### src/rtl/shift_fwd_ctrl.sv
// shift_fwd_ctrl: ID/EX and EX/WB control for the 8-bit shifter.
// Handles operand bypass, EX forwarding select, write-back and a debug counter.
module shift_fwd_ctrl (
   input  logic       clk,
   input  logic       rst_n,
   input  logic       id_valid,
   input  logic [1:0] id_op,
   input  logic [2:0] id_rs,
   input  logic [2:0] id_rd,
   input  logic [2:0] id_shamt,
   input  logic [7:0] id_data1,
   input  logic [7:0] rf_b_data,
   input  logic       stall,
   input  logic       flush,
   input  logic [7:0] shift_result,
   output logic [2:0] sh_a,
   output logic [7:0] sh_b,
   output logic [7:0] sh_wb_result,
   output logic [7:0] sh_wb_data1,
   output logic [1:0] fwd_ctrl,
   output logic       wb_we,
   output logic [2:0] wb_addr,
   output logic [7:0] wb_data,
   output logic [7:0] fwd_count
);

   localparam logic [1:0] OP_SHL = 2'b01;
   localparam logic [1:0] OP_MOV = 2'b10;

   localparam logic [1:0] FWD_RES = 2'b00;
   localparam logic [1:0] FWD_D1  = 2'b01;
   localparam logic [1:0] FWD_REG = 2'b10;

   logic       r_ex_valid;
   logic [1:0] r_ex_op;
   logic [2:0] r_ex_rs;
   logic [2:0] r_ex_rd;
   logic [2:0] r_ex_shamt;
   logic [7:0] r_ex_data1;
   logic [7:0] r_ex_b;

   logic       r_wb_valid;
   logic [1:0] r_wb_op;
   logic [2:0] r_wb_rd;
   logic [7:0] r_wb_res;
   logic [7:0] r_wb_data1;

   logic [7:0] r_fwd_count;

   logic       w_id_ok;
   logic [7:0] w_id_b;
   logic       w_match;
   logic [1:0] w_fwd;
   logic       w_cnt_inc;

   // Only shift and move occupy a slot; the register file is not
   // write-through, so a same-cycle write is bypassed into ex_b.
   assign w_id_ok = id_valid & ((id_op == OP_SHL) | (id_op == OP_MOV));
   assign w_id_b  = (r_wb_valid && (r_wb_rd == id_rs)) ? wb_data
                                                       : rf_b_data;

   assign w_match = r_ex_valid & (r_ex_op == OP_SHL) &
                    r_wb_valid & (r_wb_rd == r_ex_rs);

   // Forwarding select for the shifter operand mux
   always_comb begin
      w_fwd = FWD_REG;
      if (w_match && (r_wb_op == OP_SHL)) begin
         w_fwd = FWD_RES;
      end else if (w_match && (r_wb_op == OP_MOV)) begin
         w_fwd = FWD_D1;
      end
   end

   assign w_cnt_inc = r_ex_valid & (r_ex_op == OP_SHL) &
                      (w_fwd != FWD_REG) & (r_fwd_count != 8'hFF);

   // ID/EX register; flush only kills the instruction entering EX
   always_ff @(posedge clk or negedge rst_n) begin
      if (!rst_n) begin
         r_ex_valid <= 1'b0;
         r_ex_op    <= 2'b00;
         r_ex_rs    <= 3'd0;
         r_ex_rd    <= 3'd0;
         r_ex_shamt <= 3'd0;
         r_ex_data1 <= 8'd0;
         r_ex_b     <= 8'd0;
      end else if (!stall) begin
         r_ex_valid <= w_id_ok & ~flush;
         r_ex_op    <= id_op;
         r_ex_rs    <= id_rs;
         r_ex_rd    <= id_rd;
         r_ex_shamt <= id_shamt;
         r_ex_data1 <= id_data1;
         r_ex_b     <= w_id_b;
      end
   end

   // EX/WB register captures the shifter result and the move operand
   always_ff @(posedge clk or negedge rst_n) begin
      if (!rst_n) begin
         r_wb_valid <= 1'b0;
         r_wb_op    <= 2'b00;
         r_wb_rd    <= 3'd0;
         r_wb_res   <= 8'd0;
         r_wb_data1 <= 8'd0;
      end else if (!stall) begin
         r_wb_valid <= r_ex_valid;
         r_wb_op    <= r_ex_op;
         r_wb_rd    <= r_ex_rd;
         r_wb_res   <= shift_result;
         r_wb_data1 <= r_ex_data1;
      end
   end

   // Saturating count of shifts that took a forwarded operand
   always_ff @(posedge clk or negedge rst_n) begin
      if (!rst_n) begin
         r_fwd_count <= 8'd0;
      end else if (!stall && w_cnt_inc) begin
         r_fwd_count <= r_fwd_count + 8'd1;
      end
   end

   assign sh_a         = r_ex_shamt;
   assign sh_b         = r_ex_b;
   assign sh_wb_result = r_wb_res;
   assign sh_wb_data1  = r_wb_data1;
   assign fwd_ctrl     = w_fwd;

   assign wb_we   = r_wb_valid;
   assign wb_addr = r_wb_rd;
   assign wb_data = (r_wb_op == OP_SHL) ? r_wb_res : r_wb_data1;

   assign fwd_count = r_fwd_count;

endmodule
### config.mk
export PLATFORM = sky130hd
export DESIGN_NAME = shift_fwd_ctrl
export DESIGN_NICKNAME = d
export VERILOG_FILES = /design/src/rtl/shift_fwd_ctrl.sv
export SDC_FILE = /design/constraint.sdc
export NUM_CORES = 1
export LEC_CHECK = 0
export ABC_CLOCK_PERIOD_IN_PS = 1900
export CAP_MARGIN = 0
export CORE_MARGIN = 3
export CORE_UTILIZATION = 29
export CTS_CLUSTER_DIAMETER = 60
export DETAILED_ROUTE_END_ITERATION = 10
export GPL_ROUTABILITY_DRIVEN = 0
export PLACE_DENSITY = 0.55
export SLEW_MARGIN = 20
export SYNTH_ARGS = -nofsm -noshare
export SYNTH_HDL_FRONTEND = slang
export SYNTH_SLANG_ARGS = --single-unit
export TNS_END_PERCENT = 5
### constraint.sdc
create_clock -name clk -period 1.9 [get_ports clk]
set_input_delay 0.19 -clock clk [delete_from_list [all_inputs] [get_ports clk]]
set_output_delay 0.19 -clock clk [all_outputs]
set_load 0.02 [all_outputs]
# Word level (Yosys, flattened, before mapping)
# Index checks and enable logic that the tools add are counted.
[totals]
reg_bits = 58
output_inout_bits = 49
wordCells = 41
input_bits = 40
[op_classes]
reduce_logical = 5
n_addsub = 1
muxes = 4
n_eq_ne = 9
bitwise_logic = 9
[op_table]
columns = ["op", "n"]
rows = [
  ["8-bit 2-to-1 mux", 2],
  ["8-bit by 1-bit adder with 8-bit output (second input constant)", 1],
  ["8-bit inequality test (second input constant)", 1],
  ["1-bit AND", 7],
  ["2-bit by 1-bit == test with 1-bit output (second input constant)", 3],
  ["3-bit == test", 2],
  ["2-bit == test (second input constant)", 2],
  ["1-bit logical AND", 4],
  ["2-bit 2-to-1 mux", 2],
  ["2-bit inequality test (second input constant)", 1],
  ["1-bit zero test", 1],
  ["1-bit inverter", 1],
  ["1-bit bitwise OR", 1],
]

# Logic depth before layout (Yosys ltp)
# Gate-level depths: netlist (run 1).
[logic_depth]
depth_word = 11
depth_mapped = 5
depth_no_buf = 5

# Worst setup path after synthesis (run 1)
# No wires, ideal clock.
[synth_path]
path_kind = "flip-flop to flip-flop"
start = "reg r_fwd_count[0], in the netlist fwd_count[0]"
end = "reg r_fwd_count[1], in the netlist fwd_count[1]"
path_stages_with_launch = 6
path_slack_ns = 0.097
t_arrival_ns = 1.678
t_required_ns = 1.775
setup_ns = 0.125
synth_period_minus_slack_ns = 1.803
path_buffers = 0
path_cell_list = "dfrtp_1 ha_1 and2_1 a311oi_4 nand2_2 mux2_4"
[synth_via]
elab_chain_cells = 3
elab_cells_between_ends = 4
classes_between = "add/sub: 1; eq/ne: 1; bitwise: 1; reduce/logical: 1"
[synth_rtl]
columns = ["item", "line_no", "source"]
rows = [
  ["start, declared", "48", "logic [7:0] r_fwd_count;"],
  ["start signal, assigned", "121", "r_fwd_count <= r_fwd_count + 8'd1;"],
  ["branches (longest 3 deep; another with 8-bit by 1-bit adder with 8-bit output)", "--", ""],
]
# Parallel ways; which one is timed is not known.
# A chain may end at the register's enable or synchronous reset.

# Worst setup path after layout (run 1)
[layout_path]
start = "reg r_wb_op[1]"
end = "out wb_data[0]"
[layout_via]
elab_chain_cells = 2
[layout_rtl]
columns = ["item", "line_no", "source"]
rows = [
  ["start, declared", "43", "logic [1:0] r_wb_op;"],
  ["start signal, assigned", "109", "r_wb_op <= r_ex_op;"],
  ["2-bit by 1-bit == test with 1-bit output", "133", "assign wb_data = (r_wb_op == OP_SHL) ? r_wb_res : r_wb_data1;"],
  ["8-bit 2-to-1 mux", "133", ""],
  ["end, declared", "23", "output logic [7:0] wb_data,"],
]
# No other way between the ends.

==> results.json, run 1 <==
{
  "cpPeakStageDelay_ns": 0.37,
  "synthFlopType": "dfrtp_1",
  "cts_buffer_depth": 2,
  "synth_compound_area_frac": 0.0293,
  "synthSimpleGateAreaFrac": 0.0787,
  "insertion_delay_ns": 0.33,
  "yosys.area.top_type": "dfrtp_1",
  "grt_pass1_vias": 1880,
  "grt_max_degree": 59,
  "ff2ff_path_depth": 5,
  "syn_inst": 182,
  "numCtsBuffers": 9,
  "min_period_ns": 1.82,
  "setup_tns_ns": 0,
  "finalHoldViolCount": 0,
  "crit_start": "r_wb_op[1]",
  "drc_errors": 0,
  "arrival_ns": 1.63,
  "final_nets": 324,
  "grt_pass1_wl_um": 9230,
  "dp.cells": 376,
  "synthesis.nets": 223,
  "finClkSkew_ns": 0.00963,
  "yosysSeqAreaShare": 0.567,
  "worstSetupEndpoint": "wb_data[0]",
  "synth.distinct_cells": 28,
  "synth_top_family_by_area": "multiplexers",
  "fin_crit_sh": 0.956,
  "grt_usage": 0.119,
  "clock-root-buffer": "clkbuf_8",
  "drtAntennaViolNets": 0,
  "clock_sink_count": 58,
  "setup.worst_path.start_class": "register",
  "syn_area_per_cell_sq_um": 14.1,
  "critPathKind": "reg -> out",
  "status": "finished clean",
  "crit_path_end_kind": "output pin",
  "drtPass1Iterations": 4,
  "reg2reg_to": "fwd_count[1]",
  "worstReg2RegStart": "fwd_count[1]",
  "relSlewSlack": 0.725,
  "maxCapViolCount": 0,
  "powerDensity_mw_per_mm2": 944,
  "viasPerCell": 4.54,
  "vdd_drop_max_mv": 0.451,
  "synth-edff-count": 0,
  "port_buffers": 88,
  "antenna_found_initial": 0,
  "grt_overflow_total": 0,
  "drtIter0Drc": 14,
  "routedWlPerCell_um": 14.1,
  "core-area_sq_mm": 0.00838,
  "cp.required_ns": 1.71,
  "cts_setup_buffers": 0,
  "hold_ws_ns": 0.208,
  "worstPathMaxFanout": 8,
  "clk_pin_slew_worst_paths_ns": 0.07,
  "max_freq_ghz": 0.551,
  "hold_class": "in -> reg",
  "synthAdderAreaFrac": 0.00489,
  "wirelength_um": 5540,
  "cts_tree": "built",
  "r2r_setup_slack_ns": 0.10,
  "rsz0062_at_grt": "true",
  "netlist_top_cells_area": "dfrtp_1 (57%), mux2_2 (22%), xnor2_1 (4.1%)",
  "start_util": 0.306,
  "rows": 33,
  "diodes": 0,
  "syn_to_final_growth_pct": 51.3,
  "p_leak_nw": 1.61,
  "synth_xor_xnor_area_share": 0.0513,
  "finalPower_mw": 3.66,
  "die_h_um": 100,
  "async_reset_ff_frac": 1.00,
  "timing.critical_path.slowest_stage_cell": "dfrtp_1",
  "synthMuxAreaShare": 0.253,
  "finalSetupViolCount": 0,
  "worst-path-buf-inv": 1,
  "cp_top_family": "flip-flops",
  "vias": 1786,
  "cp.depth": 3,
  "htree_levels": 3,
  "drive_above_1_share": 0.330,
  "syn_area_sq_mm": 0.00256,
  "die_width_um": 100,
  "maxSlewViolCount": 0,
  "die_area_sq_mm": 0.0100,
  "tightest_slew_ns": 0.409,
  "hpwl_um": 4040,
  "ios": 89,
  "synth_top_area_share": 0.567,
  "fin_cells": 393,
  "synth_seq_cells": 58,
  "synth_warnings": 0,
  "path_cells": "and2b_4 -> mux2_4 -> clkdlybuf4s15_2"
}
## state kept, by name, indices dropped and copies added (netlist names), 8 cells and up
| register | count |
|---|---|
| fwd_count | 8 |
| r_ex_data1 | 8 |
| sh_b | 8 |
| sh_wb_data1 | 8 |
| sh_wb_result | 8 |
## cells in the mapped netlist (3+ instances only)
master / instances
xnor2_1: 12
and2_1: 3
mux2_2: 49
o21ai_0: 8
mux2i_1: 8
nand4_1: 3
nand2_1: 10
xor2_1: 3
buf_2: 4
clkbuf_1: 3
dfrtp_1: 58
## metal layers
metal	up-vias	routed length [um]	track usage
met1	876	2330	0.145
met3	8	409	0.0424
met2	57	2730	0.192
li1	845	-	-
met5	-	0	0
met4	0	70	0.0466
## worst reg2reg max path, delay by kind of cell (launching register included)
| kind | cells | cell delay, ns |
|---|---|---|
| flip-flops | 1 | 0.41 |
| AO/OA/AOI/OAI | 1 | 0.41 |
| AND/OR/NAND/NOR | 2 | 0.35 |
| multiplexers | 1 | 0.32 |
| adder cells (fa/ha/maj) | 1 | 0.20 |
## kinds of logic after synthesis
| family | Yosys count |
|---|---|
| mux | 58 |
| flops | 58 |
| simple gates | 30 |
| xor+xnor | 15 |
| compound gates | 10 |
| buf+inv | 10 |
| fa+ha+maj | 1 |
## report_power, final
group | switching [mW] | leakage, nW | internal, mW
clock network | 0.477 | 0.123 | 0.944
registers | 0.0858 | 0.704 | 1.36
logic | 0.366 | 0.781 | 0.431
total | 0.928 | 1.61 | 2.73
## through the flow
stage,area (sq um),utilization,setup slack [ns]
4_1_cts,3910,0.467,-0.00788
5_1_grt,3870,0.462,-0.0367
2_1_floorplan,2560,-,0.0975
3_5_place_dp,3610,0.431,0.0349
3_3_place_gp,3610,0.431,0.0614
6_report,3870,0.462,0.0835
## timing repair
item,in CTS,in global routing
hold buffers,1,0
setup endpoints to repair,10,10
endpoints found under the hold margin,58,0
gates resized for setup,31,9
## worst min-delay path by stage
stage	start	to	cells past startpoint
final	stall	r_ex_rd[2]	2
after global routing	stall	r_ex_rd[2]	2
after CTS	stall	r_ex_rd[2]	2
after global placement	rst_n	r_ex_data1[1]	2
after floorplan	rst_n	fwd_count[0]	0
after detailed placement	rst_n	sh_a[1]	2
## layout by cell type (no fill, tap or decap), types with 2 or more instances in the layout
master and count:
dfrtp_1 58, buf_4 9, xor2_2 3, and2_1 3, clkbuf_8 11, xnor2_1 11
mux2i_1 8, clkdlybuf4s50_1 76, o21ai_0 8, mux2_4 2, bufinv_16 3, buf_2 9
nand3_1 2, mux2_2 48, nand2_1 10, and3_1 2, nand4_1 3, nor2_1 2
## cell type report
cell class	count	area [sq um]
clock inverter	4	97.6
clock buffer	12	155
timing repair buffer	99	933
inverter	1	3.75
fill	799	4510
sequential	58	1450
tap	105	131
multi-input combinational	114	1100
(Power assumes the default switching activity.)
==> run 2: changes to the inputs <==
DONT_BUFFER_PORTS = 1   (was not set)
PLACE_DENSITY = 0.43   (was 0.55)
==> run 2 against run 1 <==
Maximum frequency rose by 1.5%; worst setup slack improved by 0.027 ns; global-route usage grew 0.83 points; sequential cell count did not move; critical path type unchanged.
==> results.json, run 2 (synthesis gave the netlist of run 1 again) <==
{
  "status": "finished clean",
  "wirelength_um": 5950,
  "insertion_delay_ns": 0.33,
  "numCtsBuffers": 9,
  "final_nets": 268,
  "relSlewSlack": 0.641,
  "p_leak_nw": 1.38,
  "timing.critical_path.slowest_stage_cell": "dfrtp_1",
  "finClkSkew_ns": 0.00545,
  "seq_power_share": 0.489,
  "cp_top_family": "flip-flops",
  "maxCapViolCount": 0,
  "setup.worst_path.start_class": "register",
  "rows": 33,
  "cpPeakStageDelay_ns": 0.52,
  "crit_path_end_kind": "output pin",
  "core-area_sq_mm": 0.00838,
  "maxSlewViolCount": 0,
  "syn_to_final_growth_pct": 28.1,
  "fin_ws_ns": 0.111,
  "layout_commonest_cell": "dfrtp_1",
  "finalHoldViolCount": 0,
  "setup_tns_ns": 0,
  "worstSetupEndpoint": "fwd_ctrl[0]",
  "cp.required_ns": 1.71,
  "min_path_cells": 1,
  "powerDensity_mw_per_mm2": 964,
  "cp.depth": 3,
  "finalPower_mw": 3.16,
  "antenna_found_initial": 0,
  "switching_share": 0.276,
  "drtAntennaViolNets": 0,
  "r2r_setup_slack_ns": 0.14,
  "reg2reg_to": "fwd_count[1]",
  "grt_pass1_wl_um": 9600,
  "cts_setup_buffers": 0,
  "clock_sink_count": 58,
  "dp.cells": 289,
  "cts_buffer_depth": 2,
  "worstPathMaxFanout": 4,
  "max_freq_ghz": 0.559,
  "routedWlPerCell_um": 17.7,
  "start_util": 0.306,
  "grt_overflow_total": 0,
  "die_h_um": 100,
  "grt_pass1_vias": 1882,
  "port_buffers": 0,
  "fin_cells": 336,
  "diodes": 0,
  "crit_start": "wb_addr[1]",
  "htree_levels": 3,
  "rsz0062_at_grt": "false",
  "drtPass1Iterations": 3,
  "place_area_sq_mm": 0.00274,
  "clk_pin_slew_worst_paths_ns": 0.06,
  "grt_max_degree": 59,
  "clockPowerShare": 0.369,
  "ff2ff_path_depth": 5,
  "post-route-util": 0.391,
  "fillers": 798,
  "hold_ws_ns": 0.0294,
  "worstReg2RegStart": "fwd_count[0]",
  "die_width_um": 100,
  "worst-path-buf-inv": 0,
  "p_int_mw": 2.29,
  "vias": 1608,
  "fin_crit_sh": 0.942,
  "critPathKind": "reg -> out",
  "hold_class": "in -> reg",
  "finalSetupViolCount": 0,
  "viasPerCell": 4.79,
  "drive_above_1_share": 0.364,
  "place_ws_ns": 0.156,
  "die_area_sq_mm": 0.0100,
  "final_cell_mix": "dfrtp_1 (58), mux2_2 (49), dlygate4sd3_1 (30), xnor2_1 (12), clkbuf_8 (12)",
  "vdd_drop_max_mv": 0.294,
  "clock-root-buffer": "clkbuf_8",
  "hpwl_um": 3820,
  "path_cells": "xor2_1 -> nor2_1 -> and4b_2",
  "ios": 89,
  "tightest_slew_ns": 0.539,
  "drtIter0Drc": 34,
  "p_comb_frac": 0.142,
  "drc_errors": 0,
  "cts_tree": "built",
  "min_period_ns": 1.79,
  "final_area_sq_mm": 0.00328,
  "arrival_ns": 1.60,
  "switching_power_mw": 0.874,
  "grt_usage": 0.127
}
-- run 2: changes by cell type in the layout (fill, tap and decap cells not counted), moves of 2 or more --
| cell | change |
|---|---|
| buf_2 | -8 |
| buf_4 | +2 |
| bufinv_16 | -2 |
| clkdlybuf4s50_1 | -76 |
| dlygate4sd3_1 | +29 |
| xor2_1 | +2 |
| xor2_2 | -2 |
-- run 2: layout make-up --
type                    instances  area (sq um)  share of cell area
clock buffers                  13           169              0.0515
well taps                     105           131              0.0400
repair buffers                 43           415               0.127
clock inverters                 2          35.0              0.0107
inverters                       1          3.75             0.00114
multi-input cells             114          1070               0.328
flip-flops and latches         58          1450               0.442
-- run 2: power groups by stage --
stage | logic, mW | clock network [mW] | registers, mW
after floorplan | 0.318 | 0 | 1.55
after global placement | 0.354 | 0 | 1.57
after detailed placement | 0.364 | 0 | 1.57
after CTS | 0.459 | 1.23 | 1.55
after global routing | 0.493 | 1.27 | 1.56
final | 0.450 | 1.17 | 1.54
-- run 2: worst min-delay path by stage --
stage / from / end
2_1_floorplan: rst_n / fwd_count[0]
6_report: stall / r_ex_rd[0]
4_1_cts: stall / r_ex_rd[1]
3_3_place_gp: rst_n / sh_wb_data1[7]
3_5_place_dp: rst_n / sh_wb_data1[7]
5_1_grt: stall / r_ex_rd[0]
-- run 2: worst register-to-register path, cell delays in order (launching register included) --
cell and delay [ns]:
dfrtp_1 0.38, ha_1 0.20, and2_1 0.21, a311oi_4 0.41
nand2_2 0.13, mux2_4 0.31
-- run 2: timing repair --
action,CTS,global route
hold endpoints to repair,98,0
hold buffers,32,0
gates resized for setup,0,1
endpoints found under the setup margin,0,1
-- run 2: per-layer routing --
| metal | part of all wire | up-vias | track usage |
|---|---|---|---|
| li1 | - | 736 | - |
| met1 | 0.40 | 800 | 0.142 |
| met2 | 0.50 | 62 | 0.217 |
| met3 | 0.088 | 10 | 0.0542 |
| met4 | 0.015 | 0 | 0.0446 |
| met5 | 0 | - | 0 |
